### src/rtl/imm_gen_pkg.sv
// imm_gen_pkg: shared constants for the decode-stage immediate generator.
//   - FMT_* : 3-bit immediate format select encodings
//   - ST_*  : FIFO occupancy states (state == entry count)
//   - entry_w()/ENTRY_W : width of one stored {imm, tag, err} entry
package imm_gen_pkg;

  localparam logic [2:0] FMT_I   = 3'd0;
  localparam logic [2:0] FMT_S   = 3'd1;
  localparam logic [2:0] FMT_B   = 3'd2;
  localparam logic [2:0] FMT_U   = 3'd3;
  localparam logic [2:0] FMT_J   = 3'd4;
  localparam logic [2:0] FMT_Z   = 3'd5;
  localparam logic [2:0] FMT_SH  = 3'd6;
  localparam logic [2:0] FMT_ILL = 3'd7;

  localparam logic [1:0] ST_EMPTY = 2'd0;
  localparam logic [1:0] ST_ONE   = 2'd1;
  localparam logic [1:0] ST_TWO   = 2'd2;

  function automatic int entry_w(input int xlen, input int tag_w);
    return xlen + tag_w + 1;
  endfunction

  // Entry width for the default XLEN=32, TAG_W=6 build.
  localparam int ENTRY_W = entry_w(32, 6);

endpackage

### src/rtl/imm_gen_pipe_extend.sv
// imm_extend: combinational immediate decode/extension.
//   instr : raw 32-bit instruction word
//   fmt   : format select (FMT_*)
//   imm   : XLEN-wide extended immediate (0 for illegal fmt)
//   err   : high when fmt is the illegal encoding
module imm_extend
  import imm_gen_pkg::*;
#(
  parameter int XLEN = 32
) (
  input  logic [31:0]     instr,
  input  logic [2:0]      fmt,
  output logic [XLEN-1:0] imm,
  output logic            err
);

  // Every format is first formed as a 32-bit value with its sign already
  // folded in; zero-extended formats leave bit 31 clear, so a single
  // sign-extension to XLEN is correct for all of them.
  logic [31:0] imm32;

  always_comb begin
    imm32 = '0;
    err   = 1'b0;
    case (fmt)
      FMT_I:  imm32 = {{20{instr[31]}}, instr[31:20]};
      FMT_S:  imm32 = {{20{instr[31]}}, instr[31:25], instr[11:7]};
      FMT_B:  imm32 = {{19{instr[31]}}, instr[31], instr[7], instr[30:25],
                       instr[11:8], 1'b0};
      FMT_U:  imm32 = {instr[31:12], 12'b0};
      FMT_J:  imm32 = {{11{instr[31]}}, instr[31], instr[19:12], instr[20],
                       instr[30:21], 1'b0};
      FMT_Z:  imm32 = {27'b0, instr[19:15]};
      FMT_SH: imm32 = (XLEN == 64) ? {26'b0, instr[25:20]}
                                   : {27'b0, instr[24:20]};
      default: err = 1'b1;
    endcase
  end

  assign imm = XLEN'($signed(imm32));

  // Opcode field is decoded elsewhere.
  logic unused_opc;
  assign unused_opc = ^instr[6:0];

endmodule

### src/rtl/imm_gen_pipe.sv
// imm_gen_pipe: pipelined immediate generator with a 2-entry skid FIFO.
//   clk, rst           : clock, async active-high reset
//   flush              : synchronous flush, highest priority
//   in_valid/in_ready  : input handshake (in_ready depends on state only)
//   instr, fmt, in_tag : instruction, format select, scheduler tag
//   out_valid/out_ready: output handshake
//   out_imm, out_tag, out_err : head-of-FIFO entry
module imm_gen_pipe
  import imm_gen_pkg::*;
#(
  parameter int XLEN  = 32,
  parameter int TAG_W = 6
) (
  input  logic             clk,
  input  logic             rst,
  input  logic             flush,
  input  logic             in_valid,
  output logic             in_ready,
  input  logic [31:0]      instr,
  input  logic [2:0]       fmt,
  input  logic [TAG_W-1:0] in_tag,
  output logic             out_valid,
  input  logic             out_ready,
  output logic [XLEN-1:0]  out_imm,
  output logic [TAG_W-1:0] out_tag,
  output logic             out_err
);

  localparam int EW = entry_w(XLEN, TAG_W);

  logic [XLEN-1:0] ext_imm;
  logic            ext_err;

  imm_extend #(.XLEN(XLEN)) u_ext (
    .instr (instr),
    .fmt   (fmt),
    .imm   (ext_imm),
    .err   (ext_err)
  );

  logic [1:0][EW-1:0] mem;
  logic [1:0]         cnt;
  logic               wptr, rptr;
  logic               push, pop;

  // Ready comes from registered occupancy only, so no out_ready -> in_ready
  // combinational path exists.
  assign in_ready  = (cnt != ST_TWO);
  assign out_valid = (cnt != ST_EMPTY);
  assign push      = in_valid & in_ready & ~flush;
  assign pop       = out_valid & out_ready;

  always_ff @(posedge clk or posedge rst) begin
    if (rst) begin
      mem  <= '0;
      cnt  <= ST_EMPTY;
      wptr <= 1'b0;
      rptr <= 1'b0;
    end else if (flush) begin
      // Entry data is left in place; only occupancy is discarded.
      cnt  <= ST_EMPTY;
      wptr <= 1'b0;
      rptr <= 1'b0;
    end else begin
      if (push) begin
        mem[wptr] <= {ext_imm, in_tag, ext_err};
        wptr      <= ~wptr;
      end
      if (pop) rptr <= ~rptr;
      case (cnt)
        ST_EMPTY: if (push)         cnt <= ST_ONE;
        ST_ONE:   if (push && !pop) cnt <= ST_TWO;
                  else if (!push && pop) cnt <= ST_EMPTY;
        ST_TWO:   if (pop)          cnt <= ST_ONE;
        default:                    cnt <= ST_EMPTY;
      endcase
    end
  end

  assign {out_imm, out_tag, out_err} = mem[rptr];

endmodule
### config.mk
export PLATFORM = sky130hd
export DESIGN_NAME = imm_gen_pipe
export DESIGN_NICKNAME = d
export VERILOG_FILES = /design/src/rtl/imm_gen_pkg.sv /design/src/rtl/imm_gen_pipe_extend.sv /design/src/rtl/imm_gen_pipe.sv
export SDC_FILE = /design/constraint.sdc
export NUM_CORES = 1
export LEC_CHECK = 0
export BUFFER_PORTS_ARGS = -buffer_cell sky130_fd_sc_hd__buf_2
export CAP_MARGIN = 20
export CELL_PAD_IN_SITES_DETAIL_PLACEMENT = 0
export CELL_PAD_IN_SITES_GLOBAL_PLACEMENT = 2
export CORE_AREA = 2 2 116 107
export CTS_CLUSTER_DIAMETER = 80
export CTS_CLUSTER_SIZE = 16
export DETAILED_ROUTE_END_ITERATION = 8
export DIE_AREA = 0 0 118 109
export PLACE_DENSITY = 0.89
export SLEW_MARGIN = 25
export SYNTH_ARGS = -nofsm -noshare
export SYNTH_HDL_FRONTEND = slang
export SYNTH_HIERARCHICAL = 1
export SYNTH_SLANG_ARGS = --single-unit
export TNS_END_PERCENT = 20
### constraint.sdc
create_clock -name clk -period 3.11 [get_ports clk]
set_clock_uncertainty 0.05 [all_clocks]
set_input_delay 0 -clock clk [delete_from_list [all_inputs] [get_ports clk]]
set_output_delay 0 -clock clk [all_outputs]
set_load 0.1 [all_outputs]
# Yosys cells after proc, flatten, opt, wreduce, memory -nomap -nowiden

Index checks and enable logic that the tools add are counted.
Widths: inputs -> output; s select.

Register bits: 82
Latch bits: 0
RAM bits: 0
Bits in read-only memories: 0
Bits of input ports: 46
Word-level logic and storage cells: 56
Memories kept: 0

Add/subtract/negate cells: 0
Multipliers: 0
Divide/modulo/power cells: 0
Order comparisons: 3
Equal/unequal tests: 12
Shift operators: 0
Mux-type cells: 17
Bitwise logic cells: 6
Reductions and logical operators: 13

Operators with widths:

| kind               | number |
|---|---|
| $pmux 32 s7        | 1 |
| $mux 39            | 3 |
| $bwmux 78          | 1 |
| $demux 39 s1       | 1 |
| $mux 2             | 5 |
| $eq 3x3->1 const B | 3 |
| $reduce_or 7->1    | 1 |
| $eq 3x2->1 const B | 2 |
| $ne 3x3->1 const B | 2 |
| $pmux 2 s3         | 1 |
| $reduce_bool 2->1  | 3 |
| $mux 1             | 5 |
| $lt 1x2->1 const B | 2 |
| $ne 4x4->1 const B | 1 |
| $and 1x1->1        | 3 |
| $eq 3x1->1 const B | 1 |
| $logic_and 1x1->1  | 3 |
| $logic_not 3->1    | 1 |
| $not 1->1          | 3 |
| $reduce_and 3->1   | 1 |
| $eq 2x1->1 const B | 1 |
| $eq 2x2->1 const B | 1 |
| $logic_not 1->1    | 2 |
| $logic_not 2->1    | 1 |
| 3 further kinds    | 3 |

# Logic depth before layout (Yosys ltp)

Word-level depth: 9
Gate-level depth with buffers: 6

# Cells and area by module

Netlist, hierarchy kept.

By module, submodules not included:

| module       | instances | cells each | area an instance (sq um) |
|---|---|---|---|
| imm_gen_pipe | 1         | 232        | 3614.7 |
| imm_extend   | 1         | 86         | 614.3 |

# Worst setup path before layout

Ideal clock, no wire load.

Path type: flip-flop to flip-flop
From: reg cnt[1]
To: reg mem[39] (netlist bit)
Data arrival time: 1719 ps
Required time: 2935 ps
Slack: 1216 ps
Stages on the path, launching flop included: 7
Path buffers: 2
Path through: dfrtp_1 nor2b_4 inv_2 nand4b_1 buf_4 buf_6 mux2_4

Word-level cells in the longest chain between the ends: 4

RTL lines:

| element                           | RTL line           | RTL |
|---|---|---|
| from (decl)                       | imm_gen_pipe.sv:42 | `logic [1:0] cnt;` |
| from (signal assigned)            | imm_gen_pipe.sv:56 | `cnt <= ST_EMPTY;` |
| from (signal assigned)            | imm_gen_pipe.sv:61 | `cnt <= ST_EMPTY;` |
| from (signal assigned)            | imm_gen_pipe.sv:71 | `ST_EMPTY: if (push) cnt <= ST_ONE;` |
| $ne 2x2->1                        | imm_gen_pipe.sv:48 | `assign in_ready = (cnt != ST_TWO);` |
| via in_ready                      | imm_gen_pipe.sv:18 | `output logic in_ready,` |
| $and 1x1->1 (2 in series)         | imm_gen_pipe.sv:50 | `assign push = in_valid & in_ready & ~flush;` |
| $reduce_and 2->1 (no source line) | n/a                |  |
| to (signal, indexed assignment)   | imm_gen_pipe.sv:66 | `mem[wptr] <= {ext_imm, in_tag, ext_err};` |
| to (decl)                         | imm_gen_pipe.sv:41 | `logic [1:0][EW-1:0] mem;` |

The timed path passes the listed nets, and every way through them passes these cells.
A chain may end at the register's enable or synchronous reset.

# Worst setup path after layout

From: reg rptr
To: out out_imm[31]

Word-level cells in the longest chain between the ends: 2

RTL lines:

| element                                     | RTL line           | RTL |
|---|---|---|
| from (decl)                                 | imm_gen_pipe.sv:43 | `logic wptr, rptr;` |
| from (signal assigned)                      | imm_gen_pipe.sv:69 | `if (pop) rptr <= ~rptr;` |
| $mux 39 (implied by the code) (2 in series) | imm_gen_pipe.sv:80 | `assign {out_imm, out_tag, out_err} = mem[rptr];` |
| to (decl)                                   | imm_gen_pipe.sv:24 | `output logic [XLEN-1:0] out_imm,` |

No other way between the ends. The select of a mux whose other input is x is not followed.

==> flow_metrics.py <==
metrics = {
    "sta": {
        "post-route-min-period_ns": 2.10,
        "finalSetupViolations": 0,
        "max_freq_mhz": 476,
        "final-hold-violation-count": 0,
        "worst_pin_slew_ns": 0.552,
        "fin_setup_tns_ns": 0,
        "slew-limit-headroom_pct": 63.2,
        "slew_viol_final": 0,
        "holdWs_ns": 0.0150,
        "final.period_utilization_pct": 67.6,
        "rsz0062_at_grt": "no",
        "layout_setup_ws_ns": 1.01,
    },
    "worst_setup_path": {
        "critPathSlowestCell": "dfrtp_2",
        "cp_cell_sequence": "buf_4 > mux2_2 > buf_2",
        "arrival_ns": 2.05,
        "path_max_fanout": 18,
        "timing.rr.start": "cnt[0]",
        "slowest_delay_ns": 0.68,
        "end_kind": "output port",
        "critPathLaunchType": "flip-flop",
        "cp_data_required_time_ns": 3.06,
        "crit_path_start": "rptr",
        "crit_type": "flip-flop to output port",
    },
    "routing": {
        "vias": 2876,
        "topRoutingLayerUsed": "met4",
        "viasPerCell": 5.03,
        "first_pass_iters": 6,
        "post_drt_wl_per_cell_um": 17.3,
        "drt-met1-wl_mm": 4.57,
        "drt-total-wl_mm": 9.91,
        "met3RoutedLength_um": 424,
        "antenna_left": 0,
        "wl_met2_mm": 4.65,
        "post-route-drc-count": 0,
        "drt-initial-drc-count": 109,
    },
    "clock_network": {
        "cts_root_buf": "clkbuf_16",
        "postCtsSetupBuffers": 0,
        "cts_tree": "yes",
        "cts_sinks": 82,
        "h-tree-depth": 3,
        "clk_path_buf_depth": 2,
        "numCtsBuffers": 9,
        "insertion_delay_ns": 0.34,
        "clkTransAtPathRegs_ns": 0.06,
    },
    "final_layout": {
        "drive_gt1_share_pct": 55.3,
        "layoutNonFillerInstCount": 572,
        "syn2layout_area_growth_pct": 23.2,
        "fin_nets": 453,
        "antenna_cells": 0,
        "fillers": 1102,
        "utilization_pct": 44.4,
    },
    "flow_run": {
        "cap_violations": 0,
    },
    "hold_path": {
        "hp-start": "instr[25]",
        "hp-class": "input pin to flip-flop",
    },
    "placement": {
        "place_ws_ns": 1.34,
        "port-buffer-count": 79,
        "dp_hpwl_mm": 6.82,
        "gp_congestion": 0.734,
        "place_inst": 541,
    },
    "grt": {
        "antenna_found_initial": 0,
        "grt_pass1_vias": 3031,
        "grt_pass1_wl_mm": 16.0,
        "grt_max_degree": 62,
        "grt-ovfl-total": 0,
        "grt_use_total_pct": 16.4,
    },
    "yosys": {
        "ys_seq_area_share_pct": 48.5,
        "syn-num-nets": 364,
        "yosys.area.top_type": "dfrtp_1",
        "synthCells": 318,
        "ys_top_cells_by_area": "dfrtp_1, mux2_2, mux2_4, mux2_1, a21oi_1",
        "synth-seq-cells": 82,
        "yosysUniqueCellTypes": 42,
        "yosys_warnings": 6,
        "synthesis.area_um2": 4230,
        "syn_avg_cell_area_um2": 13.3,
        "synthDominantCellAreaShare_pct": 48.5,
    },
    "floorplan": {
        "start_util_pct": 36.0,
        "dieHeight_um": 109,
        "core_um2": 11700,
        "num_rows": 38,
        "fp.dieW_um": 118,
        "io_pins": 87,
        "dieArea_um2": 12900,
    },
    "pwr": {
        "powerDensity_nw_per_um2": 807,
        "leakage_nw": 2.52,
        "ir_drop_uv": 386,
    },
    "run_status": {
        "status": "complete, no violations",
    },
}
[per-layer routing]
layer	vias up	global-route usage, %
met4	0	8.95
met1	1453	20.6
li1	1341	-
met5	-	0
met2	62	26.0
met3	20	4.13
[power breakdown]
part           total, mW  leakage (nW)  internal [mW]  switching (mW)
combinational       1.66          1.33          0.463            1.20
sequential          1.43          1.04           1.31           0.126
clock               1.11         0.156          0.710           0.399
total               4.21          2.52           2.48            1.73
[layout make-up]
class / instances / area (µm²) / share of cell area, %
clock buffers: 15 / 288 / 5.52
multi-input cells: 208 / 2020 / 38.7
clock inverters: 1 / 30.0 / 0.576
repair buffers: 101 / 598 / 11.5
flip-flops and latches: 82 / 2050 / 39.4
inverters: 5 / 23.8 / 0.456
well taps: 160 / 200 / 3.84
[metrics by stage]
stage	cell area, µm²	power, mW
2_1_floorplan	4230	2.90
3_3_place_gp	4740	3.06
3_5_place_dp	4740	3.11
4_1_cts	5210	4.25
5_1_grt	5210	4.41
6_report	5210	4.21
[state kept, by name (all words and copies together), names as in the netlist]
register	flops
mem	78
wptr	1
cnt	2
rptr	1
[cells in the final DEF, fill, tap and decap left out, drive strengths merged]
cell type,instances
mux2,117
o22ai,7
and3,1
mux2i,1
xor2,1
o32ai,1
o21ba,1
buf,86
o21ai,6
nor4,1
or2,2
nor3,2
a221o,4
maj3,1
nor2b,12
nor3b,6
a22o,5
inv,4
and2,2
a21oi,19
and3b,1
clkinv,1
nor2,1
dlygate4sd3,15
dfrtp,82
bufinv,1
a21o,12
nand3,1
and2b,2
nand4b,1
clkbuf,15
or3,1
[path summary, 6_finish.rpt]
path                                    end  slack, ns  cells past startpoint
min in group asynchronous            mem[5]       0.21                      3
worst max register to register      mem[60]       1.32                      5
worst max-delay path            out_imm[31]       1.01                      3
worst min register to register      mem[28]       0.43                      1
max in group asynchronous           mem[25]       2.07                      4
worst min-delay path                mem[71]       0.01                      3
[synth_stat cells, drive strengths merged]
master and instances:
a21o 12, a21oi 19, a221o 4, a22o 5
and2 2, and2b 2, and3 1, and3b 1
buf 16, clkbuf 7, dfrtp 82, inv 5
maj3 1, mux2 117, mux2i 1, nand3 1
nand4b 1, nor2 1, nor2b 12, nor3 2
nor3b 6, nor4 1, o21ai 6, o21ba 1
o22ai 7, o32ai 1, or2 2, or3 1
xor2 1
[critical path, delay by kind of cell (launching register included)]
| kind | cells | cell delay (ns) |
|---|---|---|
| buffers and inverters | 2 | 0.65 |
| DFF | 1 | 0.68 |
| muxes | 1 | 0.37 |
[cells by family (layout without fill, tap and decap cells)]
family	Yosys count	after routing	synth area share [%]
compound gates	55	55	8.79
xor+xnor	1	1	0.207
fa+ha+maj	1	1	0.266
buf+inv	28	122	3.96
flops	82	82	48.5
mux	118	118	32.3
simple gates	33	33	5.98
[what timing repair did]
action / CTS / global route
endpoints found under the setup margin: 0 / 0
resized for setup: 0 / 0
hold buffers: 15 / 0
hold endpoints to repair: 84 / 0
(Power assumes the default switching activity.)
